File: config.mk
export PLATFORM = sky130hd
export DESIGN_NAME = mem_bus_bridge
export DESIGN_NICKNAME = d
export VERILOG_FILES = /design/src/rtl/mem_bus_pkg.sv /design/src/rtl/mem_bus_bridge_timeout_counter.sv /design/src/rtl/mem_bus_bridge.sv
export SDC_FILE = /design/constraint.sdc
export NUM_CORES = 1
export LEC_CHECK = 0
export ABC_AREA = 1
export CORE_MARGIN = 1.5
export CORE_UTILIZATION = 39
export DETAILED_ROUTE_END_ITERATION = 10
export HOLD_SLACK_MARGIN = 0.12
export PLACE_DENSITY_LB_ADDON = 0.25
export SKIP_CTS_REPAIR_TIMING = 1
export SYNTH_ARGS = -nofsm -noshare
export SYNTH_HDL_FRONTEND = slang
export SYNTH_SLANG_ARGS = --single-unit
File: constraint.sdc
create_clock -name clk -period 1.67 [get_ports clk]
set_clock_uncertainty 0.05 [all_clocks]
set_input_delay 0.334 -clock clk [delete_from_list [all_inputs] [get_ports clk]]
set_output_delay 0.334 -clock clk [all_outputs]
set_load 0.01 [all_outputs]
File: src/rtl/mem_bus_pkg.sv
// Shared types and constants for the memory bus bridge.
package mem_bus_pkg;

   typedef enum logic [1:0] {
      IDLE    = 2'd0,
      ACCESS  = 2'd1,
      DONE    = 2'd2,
      RELEASE = 2'd3
   } state_e;

   localparam int TIMEOUT_DEF = 16;

   // Wide enough for any supported DATA_W; users slice the low DATA_W bits.
   localparam int                    ERR_W_MAX = 64;
   localparam logic [ERR_W_MAX-1:0]  ERR_RDATA = '1;

endpackage

File: src/rtl/mem_bus_bridge_timeout_counter.sv
// Saturating cycle counter; expired fires in the cycle whose count step reaches LIMIT.
module timeout_counter #(
   parameter int LIMIT = 16
) (
   input  logic clk,
   input  logic rst,
   input  logic clear,
   input  logic enable,
   output logic expired
);

   localparam int           W   = $clog2(LIMIT + 1);
   localparam logic [W-1:0] LIM = W'(LIMIT);

   logic [W-1:0] cnt;
   logic [W-1:0] cnt_inc;

   // Stop at LIM so a long stall can never wrap back below the limit.
   assign cnt_inc = (cnt == LIM) ? cnt : cnt + 1'b1;
   assign expired = enable && (cnt_inc == LIM);

   // Count enabled cycles; clear restarts the window for a new access.
   always_ff @(posedge clk) begin
      if (!rst || clear) cnt <= '0;
      else if (enable)   cnt <= cnt_inc;
   end

endmodule

File: src/rtl/mem_bus_bridge.sv
// Bridges level-sensitive mem_read/mem_write from a multi-cycle CPU controller
// onto a single-ack external bus, with alignment checking and an access timeout.
module mem_bus_bridge
   import mem_bus_pkg::*;
#(
   parameter int ADDR_W  = 32,
   parameter int DATA_W  = 32,
   parameter int TIMEOUT = TIMEOUT_DEF
) (
   input  logic              clk,
   input  logic              rst,
   input  logic              mem_read,
   input  logic              mem_write,
   input  logic [ADDR_W-1:0] addr,
   input  logic [DATA_W-1:0] wdata,
   output logic [DATA_W-1:0] rdata,
   output logic              mem_done,
   output logic              bus_err,
   output logic              bus_req,
   output logic              bus_we,
   output logic [ADDR_W-1:0] bus_addr,
   output logic [DATA_W-1:0] bus_wdata,
   input  logic              bus_ack,
   input  logic [DATA_W-1:0] bus_rdata
);

   state_e            state, state_nxt;
   logic [ADDR_W-1:0] lat_addr;
   logic [DATA_W-1:0] lat_wdata;
   logic              lat_we;
   logic              err_flag;
   logic              req_any, req_ok, req_bad;
   logic              in_access;
   logic              cnt_clr, cnt_en, expired;

   // A legal request is exactly one direction and word aligned.
   assign req_any   = mem_read | mem_write;
   assign req_ok    = (mem_read ^ mem_write) && (addr[1:0] == 2'b00);
   assign req_bad   = req_any && !req_ok;
   assign in_access = (state == ACCESS);

   assign cnt_clr = (state == IDLE) && req_ok;
   assign cnt_en  = in_access && !bus_ack;

   timeout_counter #(.LIMIT(TIMEOUT)) u_tmo (
      .clk     (clk),
      .rst     (rst),
      .clear   (cnt_clr),
      .enable  (cnt_en),
      .expired (expired)
   );

   // Next-state decode; ack wins over a coincident timeout.
   always_comb begin
      state_nxt = state;
      case (state)
         IDLE: begin
            if (req_ok)       state_nxt = ACCESS;
            else if (req_bad) state_nxt = DONE;
         end
         ACCESS:  if (bus_ack || expired) state_nxt = DONE;
         DONE:    state_nxt = RELEASE;
         RELEASE: if (!req_any) state_nxt = IDLE;
         default: state_nxt = IDLE;
      endcase
   end

   // State register.
   always_ff @(posedge clk) begin
      if (!rst) state <= IDLE;
      else      state <= state_nxt;
   end

   // Request latch, error flag and read-data capture.
   always_ff @(posedge clk) begin
      if (!rst) begin
         lat_addr  <= '0;
         lat_wdata <= '0;
         lat_we    <= 1'b0;
         err_flag  <= 1'b0;
         rdata     <= '0;
      end else begin
         case (state)
            IDLE: begin
               if (req_ok) begin
                  lat_addr  <= {addr[ADDR_W-1:2], 2'b00};
                  lat_wdata <= wdata;
                  lat_we    <= mem_write;
                  err_flag  <= 1'b0;
               end else if (req_bad) begin
                  err_flag  <= 1'b1;
               end
            end
            ACCESS: begin
               if (bus_ack) begin
                  if (!lat_we) rdata <= bus_rdata;
                  err_flag <= 1'b0;
               end else if (expired) begin
                  if (!lat_we) rdata <= ERR_RDATA[DATA_W-1:0];
                  err_flag <= 1'b1;
               end
            end
            default: ;
         endcase
      end
   end

   // Bus side is only driven while an access is in flight, zero otherwise.
   assign bus_req   = in_access;
   assign bus_we    = in_access & lat_we;
   assign bus_addr  = in_access ? lat_addr  : '0;
   assign bus_wdata = in_access ? lat_wdata : '0;
   assign mem_done  = (state == DONE);
   assign bus_err   = mem_done & err_flag;

endmodule

# Word-level counts from Yosys, hierarchy flattened
# Index checks and enable logic that the tools add are counted.
word_totals:
  ff_bits: 103
  inputBits: 101
  out_inout_bits: 100
  wordCells: 57
classes:
  add_sub_neg: 1
  eq_ne: 9
  mux: 17
  n_bitwise: 5
  reduce_logical: 18
ops:
  columns: ["operator", "count"]
  rows:
  - ["$mux 32", 6]
  - ["$eq 5x5->1 const B", 2]
  - ["$reduce_and 3->1", 3]
  - ["$mux 2", 4]
  - ["$pmux 2 s4", 1]
  - ["$add 5x1->5 const B", 1]
  - ["$logic_and 1x1->1", 5]
  - ["$mux 5", 1]
  - ["$eq 2x2->1 const B", 2]
  - ["$logic_not 2->1", 2]
  - ["$mux 1", 4]
  - ["$reduce_bool 2->1", 2]
  - ["$logic_not 1->1", 3]
  - ["$ne 3x2->1 const B", 1]
  - ["$ne 3x3->1 const B", 1]
  - ["$and 1x1->1", 2]
  - ["$eq 2x1->1 const B", 1]
  - ["$logic_or 1x1->1", 2]
  - ["$ne 2x1->1 const B", 1]
  - ["$ne 2x2->1 const B", 1]
  - ["$pmux 1 s2", 1]
  - ["$reduce_and 2->1", 1]
  - ["$not 1->1", 1]
  - ["$or 1x1->1", 1]
  - ["$xor 1x1->1", 1]

# Depth between registers and ports, before layout
logic_depth:
  ltp_word: 7
  mapped_depth: 13
  ltp_nobuf: 13

# Hierarchy
# A second synthesis with hierarchy kept.
hier_totals:
  cells_unflattened: 723
  hier_area_um2: 4667.0
modules_own_cells:
  columns: ["module", "instances", "cells_each", "area_each_um2", "seq_area_each_um2"]
  rows:
  - ["mem_bus_bridge", 1, 668, 4327.9, 1961.9]
  - ["timeout_counter", 1, 55, 339.1, 100.1]

# Worst setup path after synthesis
# No wires, ideal clock.
synth_path:
  kind: "register to output"
  from: "reg state[1]"
  to: "out bus_addr[10]"
  t_arrival_ps: 1352
  required_time_ps: 1286
  setup_slack_ps: -66
  stages_incl_launch_ff: 7
  path_buffers: 2
  path_cell_list: "dfxtp_1 -> inv_1 -> ha_1 -> clkbuf_1 -> clkbuf_1 -> nand2_1 -> inv_1"
synth_via:
  elab_chain_cells: 2
synth_lines:
  columns: ["item", "line_no", "text"]
  rows:
  - ["from (decl)", "mem_bus_bridge.sv:27", "state_e state, state_nxt;"]
  - ["from (signal assigned)", "mem_bus_bridge.sv:71", "else state <= state_nxt;"]
  - ["$eq 2x1->1", "mem_bus_bridge.sv:40", "assign in_access = (state == ACCESS);"]
  - ["via bus_req", "mem_bus_bridge.sv:19", "output logic bus_req,"]
  - ["$mux 32", "mem_bus_bridge.sv:111", "assign bus_addr = in_access ? lat_addr : '0;"]
  - ["to (decl)", "mem_bus_bridge.sv:21", "output logic [ADDR_W-1:0] bus_addr,"]
# The timed path passes the listed nets, and every way through them passes these cells.

# Worst setup path in the final report
layout_path:
  from: "reg state[1]"
  to: "out bus_wdata[19]"
layout_via:
  elab_chain_cells: 2
layout_lines:
  columns: ["item", "line_no", "text"]
  rows:
  - ["$eq 2x1->1", "mem_bus_bridge.sv:40", null]
  - ["$mux 32", "mem_bus_bridge.sv:112", "assign bus_wdata = in_access ? lat_wdata : '0;"]
  - ["to (decl)", "mem_bus_bridge.sv:22", "output logic [DATA_W-1:0] bus_wdata,"]
# Every way passes these cells.

==> impl_metrics.prom <==
# TYPE chip_impl_metric gauge
chip_impl_metric{name="post_synth_num_cell_types",unit=""} 27
chip_impl_metric{name="vias",unit=""} 4911
chip_impl_metric{name="worst_hold_path.num_cells",unit=""} 3
chip_impl_metric{name="floorplan.initialDensity",unit="%"} 40.2
chip_impl_metric{name="synth.avg_cell_area",unit="sq um"} 7.13
chip_impl_info{name="r2r_end",value="rdata[21]$_SDFFE_PN0P_"} 1
chip_impl_metric{name="yosys_warnings",unit=""} 0
chip_impl_metric{name="dpl.hpwl",unit="mm"} 9.55
chip_impl_metric{name="num_io_pins",unit=""} 201
chip_impl_metric{name="post_route_clock_period_utilization",unit="%"} 124
chip_impl_metric{name="required_worst_endpoint",unit="ns"} 1.29
chip_impl_metric{name="reg2reg_slack",unit="ns"} -0.13
chip_impl_metric{name="ys_seq_elements",unit=""} 103
chip_impl_metric{name="route.met2.wl",unit="mm"} 7.04
chip_impl_metric{name="cts-buffers-inserted",unit=""} 9
chip_impl_metric{name="clkSlewWorstSetupHoldPaths",unit="ns"} 0.07
chip_impl_metric{name="core_area",unit="sq mm"} 0.0121
chip_impl_metric{name="layout_min_cycle_time",unit="ns"} 2.08
chip_impl_metric{name="max_slew_violation_total_from_the_final_report",unit=""} 0
chip_impl_info{name="whs_endpoint",value="rdata[6]$_SDFFE_PN0P_"} 1
chip_impl_info{name="violations",value="setup timing"} 1
chip_impl_metric{name="first_global_vias",unit=""} 4547
chip_impl_metric{name="io_buffers",unit=""} 198
chip_impl_info{name="min-delay-path-class",value="input port to register"} 1
chip_impl_info{name="cell_at_the_root_of_the_clock_tree",value="clkbuf_16"} 1
chip_impl_metric{name="critPathArrivalTime",unit="ns"} 1.69
chip_impl_metric{name="worst_r2r_path_depth",unit=""} 9
chip_impl_metric{name="finish.instance_area",unit="sq mm"} 0.00791
chip_impl_metric{name="layout-drive-gt1-share",unit="%"} 27.9
chip_impl_metric{name="clock_buffer_depth",unit=""} 2
chip_impl_metric{name="place_ws",unit="ns"} -0.444
chip_impl_info{name="critical_path.startpoint",value="state[1]$_SDFFE_PN0P_"} 1
chip_impl_metric{name="ant_nets",unit=""} 0
chip_impl_metric{name="route.layer.met1.wl",unit="mm"} 6.17
chip_impl_metric{name="grt_antenna_before_repair",unit=""} 0
chip_impl_metric{name="ys_async_sr_fraction",unit="%"} 0
chip_impl_metric{name="synthCells",unit=""} 680
chip_impl_metric{name="power_leakage",unit="nW"} 3.74
chip_impl_metric{name="placed_cells_incl_taps",unit=""} 1029
chip_impl_metric{name="drt_pre_antenna_iters",unit=""} 4
chip_impl_metric{name="final_cells",unit=""} 1081
chip_impl_info{name="synth-main-ff-cell",value="dfxtp_1"} 1
chip_impl_info{name="highest-signal-layer",value="met4"} 1
chip_impl_metric{name="depth_of_the_cts_h_tree",unit=""} 3
chip_impl_metric{name="whs",unit="ns"} 0.297
chip_impl_metric{name="detail_route.drc_violations",unit=""} 0
chip_impl_info{name="rsz_0062_raised_after_global_routing",value="yes"} 1
chip_impl_metric{name="yosysSeqAreaShare",unit="%"} 42.6
chip_impl_metric{name="numClockSinks",unit=""} 103
chip_impl_metric{name="grt_pass1_wl",unit="mm"} 20.7
chip_impl_metric{name="detail_route.vias_per_cell",unit=""} 4.54
chip_impl_metric{name="grt.overflow.total",unit=""} 0
chip_impl_metric{name="power.density",unit="mW/mm^2"} 1070
chip_impl_info{name="run_status",value="finished with violations"} 1
chip_impl_metric{name="weighted_congestion_at_the_end_of_routability_driven_global_placement",unit=""} 0.829
chip_impl_metric{name="mappedNetlistArea",unit="sq mm"} 0.00485
chip_impl_metric{name="routed_wire_length_per_instance",unit="microns"} 13.3
chip_impl_metric{name="worst_skew_pair.late_latency",unit="ns"} 0.34
chip_impl_metric{name="vdd_ir_drop_max",unit="mV"} 0.478
chip_impl_metric{name="floorplan.die_area",unit="sq mm"} 0.0131
chip_impl_info{name="cts_tree",value="done"} 1
chip_impl_metric{name="achievable-frequency",unit="MHz"} 482
chip_impl_metric{name="seqCellArea",unit="sq mm"} 0.00207
chip_impl_metric{name="total_area_of_multi_input_combinational_cells",unit="sq mm"} 0.00221
chip_impl_info{name="timing.critical_path.to_type",value="primary output"} 1
chip_impl_metric{name="number_of_flops_mapped_to_enable_cells_by_yosys",unit=""} 0
chip_impl_metric{name="worst_slack",unit="ns"} -0.405
chip_impl_metric{name="final_net_count",unit=""} 1017
chip_impl_metric{name="timing_hold_violations_final",unit=""} 0
chip_impl_info{name="worst_setup_path_type",value="register to primary output"} 1
chip_impl_metric{name="fill_cells",unit=""} 1029
chip_impl_metric{name="core.rowCount",unit=""} 40
chip_impl_metric{name="layout-area-overhead-vs-synth",unit="%"} 63.1
chip_impl_metric{name="dieWidth",unit="microns"} 114
chip_impl_metric{name="placement.cell_area",unit="sq mm"} 0.00717
chip_impl_metric{name="crit_path_max_fanout",unit=""} 7
chip_impl_metric{name="grt_start_max_net_pins",unit=""} 37
chip_impl_metric{name="setup_viol",unit=""} 103
chip_impl_metric{name="drt_wl_total",unit="mm"} 14.3
chip_impl_metric{name="die_height",unit="microns"} 114
chip_impl_info{name="crit_path_start_kind",value="register"} 1
chip_impl_info{name="worst_r2r_startpoint",value="state[1]$_SDFFE_PN0P_"} 1
chip_impl_metric{name="fin_tns_setup",unit="ns"} -17.84
chip_impl_metric{name="grtUsageTotal",unit="%"} 19.5
chip_impl_info{name="hold_path_startpoint",value="rst"} 1
chip_impl_metric{name="maxCapViolCount",unit=""} 0
chip_impl_metric{name="met3_length",unit="microns"} 922
chip_impl_metric{name="detailedRoute.firstIterationViolations",unit=""} 286
chip_impl_metric{name="n_antenna_cell",unit=""} 0
-- routing by layer --
layer	vias up	GRT usage, %
met2	138	33.3
met4	0	6.42
met1	2219	24.1
met5	-	0
li1	2538	-
met3	16	4.76
-- how the worst max path moves through the flow --
stage / to / slack, ns
global placement: lat_addr[30]$_SDFFE_PN0P_ / -0.33
floorplan: bus_addr[10] / -0.07
finish: bus_wdata[19] / -0.41
CTS: bus_wdata[16] / -0.64
global route: bus_wdata[24] / -0.46
detailed placement: lat_addr[22]$_SDFFE_PN0P_ / -0.44
-- sequential cells by signal, indices dropped and copies added, names as in the netlist --
register	count
rdata	32
u_tmo.cnt	5
lat_we	1
state	2
lat_addr	30
lat_wdata	32
err_flag	1
-- stage by stage --
step                utilization [%]  power, mW
floorplan                         -       4.29
CTS                            61.7       7.54
detailed placement             59.4       5.54
finish                         65.5       8.42
global route                   65.5       8.88
global placement               59.4       5.47
-- placed cells by master, fill, tap and decap left out, types with 2 or more instances in the layout --
cell / instances
inv_2: 12
buf_2: 10
clkbuf_2: 45
dlymetal6s2s_1: 4
nand3_1: 3
nand2_4: 7
o21ai_0: 55
clkbuf_8: 3
a21oi_4: 2
a211oi_2: 2
nand2_2: 26
conb_1: 2
nor2_4: 4
or4_4: 5
buf_12: 12
nor2_1: 8
dfxtp_1: 100
ha_1: 4
nand2_1: 84
a21oi_2: 39
clkdlybuf4s50_1: 130
dfxtp_2: 2
buf_6: 20
or4_1: 27
o21ai_1: 12
nor2_2: 4
nand3_2: 2
buf_4: 37
clkbuf_16: 13
inv_1: 163
ha_4: 3
clkbuf_1: 3
a21oi_1: 62
nand3_4: 2
-- cells in the mapped netlist, drive strengths merged, types with 2 or more instances --
cell | number | area (sq um)
inv | 176 | 661
nand2 | 118 | 463
a21oi | 103 | 628
dfxtp | 103 | 2060
o21ai | 67 | 335
clkbuf | 36 | 140
or4 | 32 | 240
nor2 | 16 | 70.1
buf | 10 | 78.8
ha | 7 | 87.6
nand3 | 6 | 35.0
a211oi | 2 | 15.0
-- kinds of logic (layout without fill, tap and decap cells) --
group / count (synthesis) / in the layout / synth area share, %
flops: 103 / 103 / 42.6
fa+ha+maj: 7 / 7 / 1.81
xor+xnor: 1 / 1 / 0.336
other cells: 1 / 2 / 0.0774
simple gates: 173 / 174 / 16.8
buf+inv: 223 / 454 / 18.2
compound gates: 172 / 172 / 20.2
-- final cells by class --
type	count	share of cell area, %
clock buffer	15	3.51
inverter	177	8.52
multi-input combinational	356	27.9
sequential	103	26.2
tap	168	2.66
timing repair buffer	262	31.2
-- worst max-delay path: stages, from the launching register on --
cell	delay [ns]
dfxtp_2	0.34
inv_2	0.05
ha_4	0.18
buf_12	0.13
clkbuf_16	0.14
buf_4	0.13
buf_4	0.14
nand2_1	0.07
inv_1	0.04
clkbuf_2	0.13
-- report_power, final --
group | switching, mW | internal (mW)
Clock | 0.864 | 1.13
Combinational | 1.59 | 1.80
Sequential | 0.215 | 2.82
Total | 2.67 | 5.75
No activity file was read; power rests on OpenSTA's default activity.
